==> config.mk <==
export PLATFORM = sky130hd
export DESIGN_NAME = svm_batch_driver
export DESIGN_NICKNAME = d
export VERILOG_FILES = /design/src/rtl/svm_batch_driver.sv
export SDC_FILE = /design/constraint.sdc
export NUM_CORES = 1
export LEC_CHECK = 0
export ABC_AREA = 1
export CAP_MARGIN = 30
export CORE_MARGIN = 2
export CORE_UTILIZATION = 44
export CTS_CLUSTER_SIZE = 16
export DETAILED_ROUTE_END_ITERATION = 16
export GPL_TIMING_DRIVEN = 0
export PLACE_DENSITY = 0.63
export SLEW_MARGIN = 10
export SYNTH_ARGS = -nofsm -noshare
export SYNTH_HDL_FRONTEND = slang
export SYNTH_SLANG_ARGS = --single-unit
==> constraint.sdc <==
create_clock -name clk -period 2.6 [get_ports clk]
set_input_delay 0.65 -clock clk [delete_from_list [all_inputs] [get_ports clk]]
set_output_delay 0.65 -clock clk [all_outputs]
set_load 0.005 [all_outputs]
==> src/rtl/svm_batch_driver.sv <==
// Batch initiator/collector for the hw_svm stream port: streams buffered feature
// words FEATURES per vector, collects one label per vector, flags label timeouts.
module svm_batch_driver #(
  parameter  int FEATURES    = 1,
  parameter  int MAX_VECTORS = 16,
  parameter  int TIMEOUT     = 1024,
  localparam int DEPTH       = FEATURES * MAX_VECTORS,
  localparam int AW          = (DEPTH > 1) ? $clog2(DEPTH) : 1,
  localparam int CW          = $clog2(MAX_VECTORS + 1)
) (
  input  logic                   clk,
  input  logic                   rst,
  input  logic                   wr_en,
  input  logic [AW-1:0]          wr_addr,
  input  logic signed [31:0]     wr_data,
  input  logic                   start,
  input  logic [CW-1:0]          num_vectors,
  output logic                   busy,
  output logic                   done,
  output logic                   error,
  output logic [MAX_VECTORS-1:0] label_bits,
  output logic [CW-1:0]          pos_count,
  output logic signed [31:0]     test,
  output logic                   test_valid,
  input  logic                   test_ready,
  input  logic                   label,
  input  logic                   label_valid,
  output logic                   label_ready
);

  // state      | meaning
  // IDLE       | host may load buffer; waits for start
  // SEND       | presenting feature words of vector v
  // WAIT_LABEL | waiting for label of vector v; timeout timer runs
  // FINISH     | one-cycle wrap-up, raises done
  typedef enum logic [1:0] {IDLE, SEND, WAIT_LABEL, FINISH} state_t;

  localparam int IW = (FEATURES > 1) ? $clog2(FEATURES) : 1;
  localparam int TW = (TIMEOUT > 1) ? $clog2(TIMEOUT) : 1;

  state_t                 state_q, state_d;
  logic signed [31:0]     mem_q [DEPTH];
  logic [AW-1:0]          addr_q, addr_d;
  logic [IW-1:0]          i_q, i_d;
  logic [CW-1:0]          v_q, v_d;
  logic [CW-1:0]          n_q, n_d;
  logic [TW-1:0]          tmr_q, tmr_d;
  logic                   busy_q, busy_d;
  logic                   done_q, done_d;
  logic                   error_q, error_d;
  logic [MAX_VECTORS-1:0] label_bits_q, label_bits_d;
  logic [CW-1:0]          pos_count_q, pos_count_d;
  logic signed [31:0]     test_q, test_d;
  logic                   test_valid_q, test_valid_d;
  logic                   label_ready_q, label_ready_d;
  logic [CW-1:0]          n_start;

  always_ff @(posedge clk) begin
    if (wr_en && state_q == IDLE) mem_q[wr_addr] <= wr_data;
  end

  assign n_start = (num_vectors > CW'(MAX_VECTORS)) ? CW'(MAX_VECTORS) : num_vectors;

  always_comb begin
    state_d       = state_q;
    addr_d        = addr_q;
    i_d           = i_q;
    v_d           = v_q;
    n_d           = n_q;
    tmr_d         = tmr_q;
    busy_d        = busy_q;
    done_d        = done_q;
    error_d       = error_q;
    label_bits_d  = label_bits_q;
    pos_count_d   = pos_count_q;
    test_d        = test_q;
    test_valid_d  = test_valid_q;
    label_ready_d = label_ready_q;
    case (state_q)
      IDLE: begin
        if (start) begin
          n_d          = n_start;
          done_d       = 1'b0;
          error_d      = 1'b0;
          label_bits_d = '0;
          pos_count_d  = '0;
          busy_d       = 1'b1;
          v_d          = '0;
          i_d          = '0;
          if (n_start == '0) begin
            state_d = FINISH;
          end else begin
            state_d      = SEND;
            test_d       = mem_q[0];
            test_valid_d = 1'b1;
            addr_d       = AW'(1);
          end
        end
      end
      SEND: begin
        if (test_ready) begin
          if (i_q == IW'(FEATURES - 1)) begin
            test_valid_d  = 1'b0;
            label_ready_d = 1'b1;
            tmr_d         = TW'(TIMEOUT - 1);
            state_d       = WAIT_LABEL;
          end else begin
            // addr_q always points at the word after the one on the bus
            i_d    = i_q + IW'(1);
            test_d = mem_q[addr_q];
            addr_d = addr_q + AW'(1);
          end
        end
      end
      WAIT_LABEL: begin
        if (label_valid) begin
          for (int k = 0; k < MAX_VECTORS; k++) begin
            if (v_q == CW'(k)) label_bits_d[k] = label;
          end
          pos_count_d   = pos_count_q + CW'(label);
          label_ready_d = 1'b0;
          if (v_q == n_q - CW'(1)) begin
            state_d = FINISH;
          end else begin
            v_d          = v_q + CW'(1);
            i_d          = '0;
            test_d       = mem_q[addr_q];
            addr_d       = addr_q + AW'(1);
            test_valid_d = 1'b1;
            state_d      = SEND;
          end
        end else if (tmr_q == '0) begin
          error_d       = 1'b1;
          busy_d        = 1'b0;
          label_ready_d = 1'b0;
          state_d       = IDLE;
        end else begin
          tmr_d = tmr_q - TW'(1);
        end
      end
      FINISH: begin
        busy_d  = 1'b0;
        done_d  = 1'b1;
        state_d = IDLE;
      end
      default: state_d = IDLE;
    endcase
  end

  always_ff @(posedge clk) begin
    if (rst) begin
      state_q       <= IDLE;
      addr_q        <= '0;
      i_q           <= '0;
      v_q           <= '0;
      n_q           <= '0;
      tmr_q         <= '0;
      busy_q        <= 1'b0;
      done_q        <= 1'b0;
      error_q       <= 1'b0;
      label_bits_q  <= '0;
      pos_count_q   <= '0;
      test_q        <= '0;
      test_valid_q  <= 1'b0;
      label_ready_q <= 1'b0;
    end else begin
      state_q       <= state_d;
      addr_q        <= addr_d;
      i_q           <= i_d;
      v_q           <= v_d;
      n_q           <= n_d;
      tmr_q         <= tmr_d;
      busy_q        <= busy_d;
      done_q        <= done_d;
      error_q       <= error_d;
      label_bits_q  <= label_bits_d;
      pos_count_q   <= pos_count_d;
      test_q        <= test_d;
      test_valid_q  <= test_valid_d;
      label_ready_q <= label_ready_d;
    end
  end

  assign busy        = busy_q;
  assign done        = done_q;
  assign error       = error_q;
  assign label_bits  = label_bits_q;
  assign pos_count   = pos_count_q;
  assign test        = test_q;
  assign test_valid  = test_valid_q;
  assign label_ready = label_ready_q;

endmodule

==> results of run 1 <==
==> layer usage <==
metal,GRT usage,vias up
li1,-,9475
met1,0.327,9529
met2,0.406,919
met3,0.0525,145
met4,0.101,0
met5,0,-
==> kinds of logic (layout without fill, tap and decap cells) <==
logic type      after synthesis  after routing  synth area share
simple gates               1498           1498             0.236
xor+xnor                      5              5           0.00165
compound gates               95             95            0.0210
buf+inv                     607            868            0.0901
flops                       600            600             0.644
fa+ha+maj                    16             16           0.00752
==> worst paths after layout <==
kind | startpoint | end | slack (ns) | cells past startpoint
max reg2reg | register | test[0] | 0.09 | 10
min | label_ready | label_ready | 0.46 | 2
max | register | test[0] | 0.09 | 10
min reg2reg | label_ready | label_ready | 0.46 | 2
==> Yosys cell counts, drive strengths merged <==
master,number
nand2,937
edfxtp,512
inv,467
nand3,414
nor2,126
buf,90
dfxtp,88
clkbuf,48
a21oi,46
o21ai,27
ha,16
a311oi,15
nor3,8
nand4,6
or2,6
a22oi,4
xor2,4
clkinv,2
a21o,1
nand3b,1
o21bai,1
o22ai,1
xnor2,1
==> what timing repair did <==
item | CTS | global route
setup buffers | 10 | 9
endpoints found under the hold margin | 0 | 0
resized for setup | 2 | 9
endpoints found under the setup margin | 164 | 176
pin swaps | 8 | 6
==> stage by stage <==
stage	setup WS, ns	hold slack [ns]
final	0.0942	0.462
after global routing	0.00368	0.495
after CTS	-0.00773	0.464
after detailed placement	-0.426	0.443
after global placement	-2.37	0.451
after floorplan	-0.123	0.440
==> where the power goes <==
group / internal (W) / switching (W) / leakage, nW
sequential: 0.0111 / 0.000397 / 5.34
clock: 0.00518 / 0.00386 / 1.02
combinational: 0.00379 / 0.00857 / 7.06
==> layout make-up <==
class	instances	area, um^2
plain buffers	137	639
clock buffers	88	1830
clock inverters	32	250
fillers	5252	28500
inverters	469	1760
multi-input cells	1614	7200
flip-flops and latches	600	17100
well taps	782	978
repair buffers	142	1740
==> flip-flops by register name, indices dropped and copies added, names as in the netlist, 2 cells and up, named ones only <==
| name | cells |
|---|---|
| label_bits | 16 |
| mem_q | 512 |
| n_q | 5 |
| v_q | 5 |
| tmr_q | 10 |
| state_q | 2 |
| pos_count | 5 |
| test | 32 |
| addr_q | 4 |
==> worst register-to-register path, delay by kind of cell, from the launching register on <==
family | cells | cell delay (ns)
flip-flops | 1 | 0.47
buffers and inverters | 2 | 1.17
AND/OR/NAND/NOR | 8 | 0.80
==> run metrics, run 1 <==
CTS tree built; Core Util, Final 0.525; Die Y 250 um; Leak ~13 nW; Remaining DRCs 0; dpl cell area ~30000 um^2; CP Launch Type register; status complete, no violations; most frequent cells in the layout nand2_1 (936), edfxtp_1 (512), inv_1 (460); number of setup violations in the final report 0; synth warn 0; CTS H-tree lvls 3; CP delay by family, top buffers and inverters; global route total overflow 0; nets about 3100; pwr/cell area 1040 nW/um^2; syn avg cell area around 9.4 um^2; design area around 32000 um^2; DRT Pass-1 Iters 5; antenna cells 0; #FFs+latches synth 600; die area roughly 62000 um^2; max-slew violation count 0; largest net degree at the start of global routing 23; Post-Syn Instances about 2800; largest cells by area after synthesis edfxtp_1 (58%), nand2_1 (13%), nand3_1 (7.7%), dfxtp_1 (6.6%), inv_1 (6.5%); Total Wirelength 77900 um; final total power around 0.033 W; Max VDD drop approximately 0.00075 V; critical path arrival just over 3 ns; initial core utilization 0.443; Die Width 250 um; worst slew pin tran approximately 1.1 ns; Core Rows 90; number of distinct library cells after synthesis 33; Critical Path RT 3.14 ns; vias in the first global route slightly below 20000; Core ar. approximately 60000 um^2; Total Neg Setup Slack 0 ns; I/O Buffers 105; Slew HR 0.273; TritonCTS buffer count 66; root buffer cell clkbuf_16; top layer in use met4; fmax 0.399 GHz; Synth area leader edfxtp_1; skew final 0.0193 ns; CTS sink count 600; DRT antenna net count 0; # IOs 106; Total GRT Usage 0.250; Worst-Skew Late Latency between 0.6 and 0.7 ns; Yosys top cell area share 0.578; syn nets just under 3000; Hold-fix buffers, CTS 0; CP Cell Sequence buf_2 > clkbuf_1 > nand2_1 > nand3_1 > nand3_1 > nand2_1 > nand2_1 > nand2_1 > nor2_1 > nor2_1; clk buf depth 3; initial antenna violation count 0; met1 WL 32000 um; initial DRC count approximately 2100; crit path kind reg -> reg; CP Buf/Inv Count 2; vias after detailed routing ~20000; layout cell share with drive strength beyond 1 0.0850; RSZ-0062 raised after global routing false; Met2 Routed Length roughly 36000 um; wire per inst slightly above 20 um; placed instance count about 3700; Crit. End Element register; Final min period ~2.5 ns; Layout area overhead 18.5%; Hold Path Class reg -> reg; global placement routability congestion 0.878; clock-pin slew on the worst setup and hold paths around 0.060 ns; Worst path slowest cell clkbuf_1; metal3 WL ~7400 um; final non-filler cell total between 3000 and 4000; critical path's largest stage delay 0.68 ns; sequential share of the synthesized area 0.644; Final Hold Vio Count 0; CP dominant cell by count nand2_1; detailed placement HPWL 50800 um; synthesized area 26600 um^2; first-pass GRT wire length between 100000 and 150000 um; # Max-Cap Violations 0; vias per cell ~5.2; most common cell after layout, fill and taps aside nand2_1; Max Fanout on Critical Path 10; Final Cycle Share 0.964
Note: power is estimated with default switching activity, not from simulation.
==> inputs of run 2 (changes only) <==
Settings changed: PLACE_DENSITY 0.63 to 0.61.
Clock period 2.6 ns to 3.15 ns, I/O delays scaled along.
==> run 2 against run 1 <==
Combinational power fell by 19%. Critical endpoint is now mem_q[15][24]. Fmax fell by 9.6%. Critical path depth fell by 3. Wire length barely moved. First-iteration DRC count rose by 2.2%. Setup slack improved by 0.29 ns. Critical path type unchanged. Cell area fell by 1.0%.
==> run metrics, run 2 (synthesized netlist as in run 1, its figures left out) <==
clk buf depth 3 (unchanged); FF-to-FF path depth 7 (-3); global route total overflow 0 (unchanged); Top reg by flops mem_q; Final Cycle Share 0.880 (-0.0843); Die Width 250 um (unchanged); CP Buf/Inv Count 3 (+1); Total Wirelength 77900 um (about the same); clock-pin slew on the worst setup and hold paths 0.06 ns (about the same); Final Hold Vio Count 0 (unchanged); hold endpoint label_ready; Worst-Skew Late Latency 0.61 ns (about the same); crit path kind reg -> reg; fmax 0.361 GHz (-9.6%); most frequent cells in the layout nand2_1 (936), edfxtp_1 (512), inv_1 (460); FF-to-FF setup slack 0.38 ns (+0.29 ns); Critical Path RT 3.45 ns (+0.31 ns); antenna cells 0 (unchanged); initial antenna violation count 0 (unchanged); CP delay by family, top simple AND/OR/NAND/NOR gates; RSZ-0062 raised after global routing false; WHS 0.465 ns (+0.00366 ns); placed instance count 3726 (+0.027%); pre-CTS setup slack -0.103 ns (+0.323 ns); Total Neg Setup Slack 0 ns (unchanged); Core ar. 60000 um^2 (unchanged); die area 62500 um^2 (unchanged); wire per inst 20.3 um (+0.62%); Core Rows 90 (unchanged); Total GRT Usage 0.250 (about the same); reg2reg end mem_q[15][24]; fillers 5249 (-0.057%); Layout area overhead 17.3%; most common cell after layout, fill and taps aside nand2_1; Max VDD drop 0.000694 V (-8.0%); vias after detailed routing 19900 (-1.1%); TritonCTS buffer count 66 (unchanged); critical path's largest stage delay 0.84 ns (+0.16 ns); vias in the first global route 19200 (-1.4%); R2R Path Start state_q[1]; root buffer cell clkbuf_16; status complete, no violations; final non-filler cell total 3840 (-0.62%); Remaining DRCs 0 (unchanged); Die Y 250 um (unchanged); I/O Buffers 105 (unchanged); CP Cell Sequence inv_1 > ha_1 > nand2_1 > inv_1 > nand3_1 > nor2_4 > buf_16; final total power 0.0272 W (-17%); DRT antenna net count 0 (unchanged); number of setup violations in the final report 0 (unchanged); initial core utilization 0.443 (unchanged); CTS H-tree lvls 3 (unchanged); CP dominant cell by count inv_1; worst slew pin tran 1.05 ns (-0.0400 ns); Hold Path Class reg -> reg; largest net degree at the start of global routing 23 (unchanged); critical path arrival 3.07 ns (+0.02 ns); vias per cell 5.17 (-0.46%); CP Depth 7 (-3); Setup WS post-layout 0.379 ns (+0.285 ns); # Max-Cap Violations 0 (unchanged); Worst path slowest cell nor2_4; flip-flop count of the largest register after layout 512 (unchanged); CTS tree built; first-pass GRT wire length 117000 um (-0.45%); Max Fanout on Critical Path 18 (+8); global placement routability congestion 0.847 (-3.6%); Slew HR 0.299 (+0.0267); skew final 0.0249 ns (+0.00554 ns); CP Launch Type register; detailed placement HPWL 51300 um (+1.0%); Final min period 2.77 ns (+0.265 ns); pwr/cell area 871 nW/um^2 (-17%); max-slew violation count 0 (unchanged); Crit. End Element register; Leak 13.3 nW (-1.2%); Hold Path Stages 2 (unchanged); CTS sink count 600 (unchanged); layout cell share with drive strength beyond 1 0.0759 (-0.00914); # IOs 106 (unchanged); nets 3075 (-0.61%); Hold Crit Start label_ready; initial DRC count 2130 (+2.2%); DRT Pass-1 Iters 6 (+1)
run 2: cell types whose count changed in the layout (fill, tap and decap cells not counted), moves of 3 or more:
cell / before / now
clkbuf_2: 4 / 0
buf_4: 11 / 4
clkinv_2: 15 / 11
buf_1: 19 / 22
buf_12: 23 / 10
run 2: where the power goes:
part | switching [W] | total [W] | internal (W)
registers | 0.000328 | 0.00952 | 0.00919
logic | 0.00705 | 0.0101 | 0.00310
clock network | 0.00313 | 0.00750 | 0.00438
total | 0.0105 | 0.0272 | 0.0167
run 2: cell type report:
| type | count | area [um^2] | share of cell area |
|---|---|---|---|
| Clock inverter | 26 | 231 | 0.00742 |
| Sequential cell | 600 | 17100 | 0.549 |
| Timing Repair Buffer | 123 | 1450 | 0.0465 |
| Buffer | 137 | 634 | 0.0203 |
| Inverter | 469 | 1760 | 0.0565 |
| Tap cell | 782 | 978 | 0.0313 |
| Clock buffer | 89 | 1820 | 0.0583 |
| Multi-Input combinational cell | 1614 | 7200 | 0.231 |
run 2: worst max path at each step:
stage / slack (ns) / start / endpoint
final: 0.38 / state_q[1] / mem_q[15][24]
after global routing: 0.21 / state_q[0] / test[21]
after CTS: 0.14 / state_q[0] / test[21]
after detailed placement: -0.10 / wr_en / mem_q[15][13]
after global placement: -2.11 / wr_en / mem_q[12][14]
after floorplan: 0.31 / wr_en / mem_q[0][0]
run 2: timing repair:
action,in CTS,in global routing
gates resized for setup,0,1
endpoints found under the setup margin,0,3
hold buffers,0,0
buffers inserted,0,0
run 2: through the flow:
stage | util | cell area [um^2]
6_report | 0.520 | 31200
3_5_place_dp | 0.486 | 29200
2_1_floorplan | - | 26600
4_1_cts | 0.520 | 31200
5_1_grt | 0.520 | 31200
3_3_place_gp | 0.477 | 28600
run 2: routing by layer:
metal / share of wire / GRT usage / vias to the layer above / wire [um]
met5: 0 / 0 / - / 0
li1: - / - / 9428 / -
met2: 0.46 / 0.407 / 866 / 36200
met3: 0.091 / 0.0525 / 179 / 7110
met1: 0.41 / 0.327 / 9378 / 31800
met4: 0.036 / 0.0977 / 0 / 2830
run 2: tightest hold or removal path, delay by kind of cell (launching register included):
family,cells,cell delay [ns]
DFF,1,0.32
buffers and inverters,1,0.05
AOI/OAI and AO/OA,1,0.05
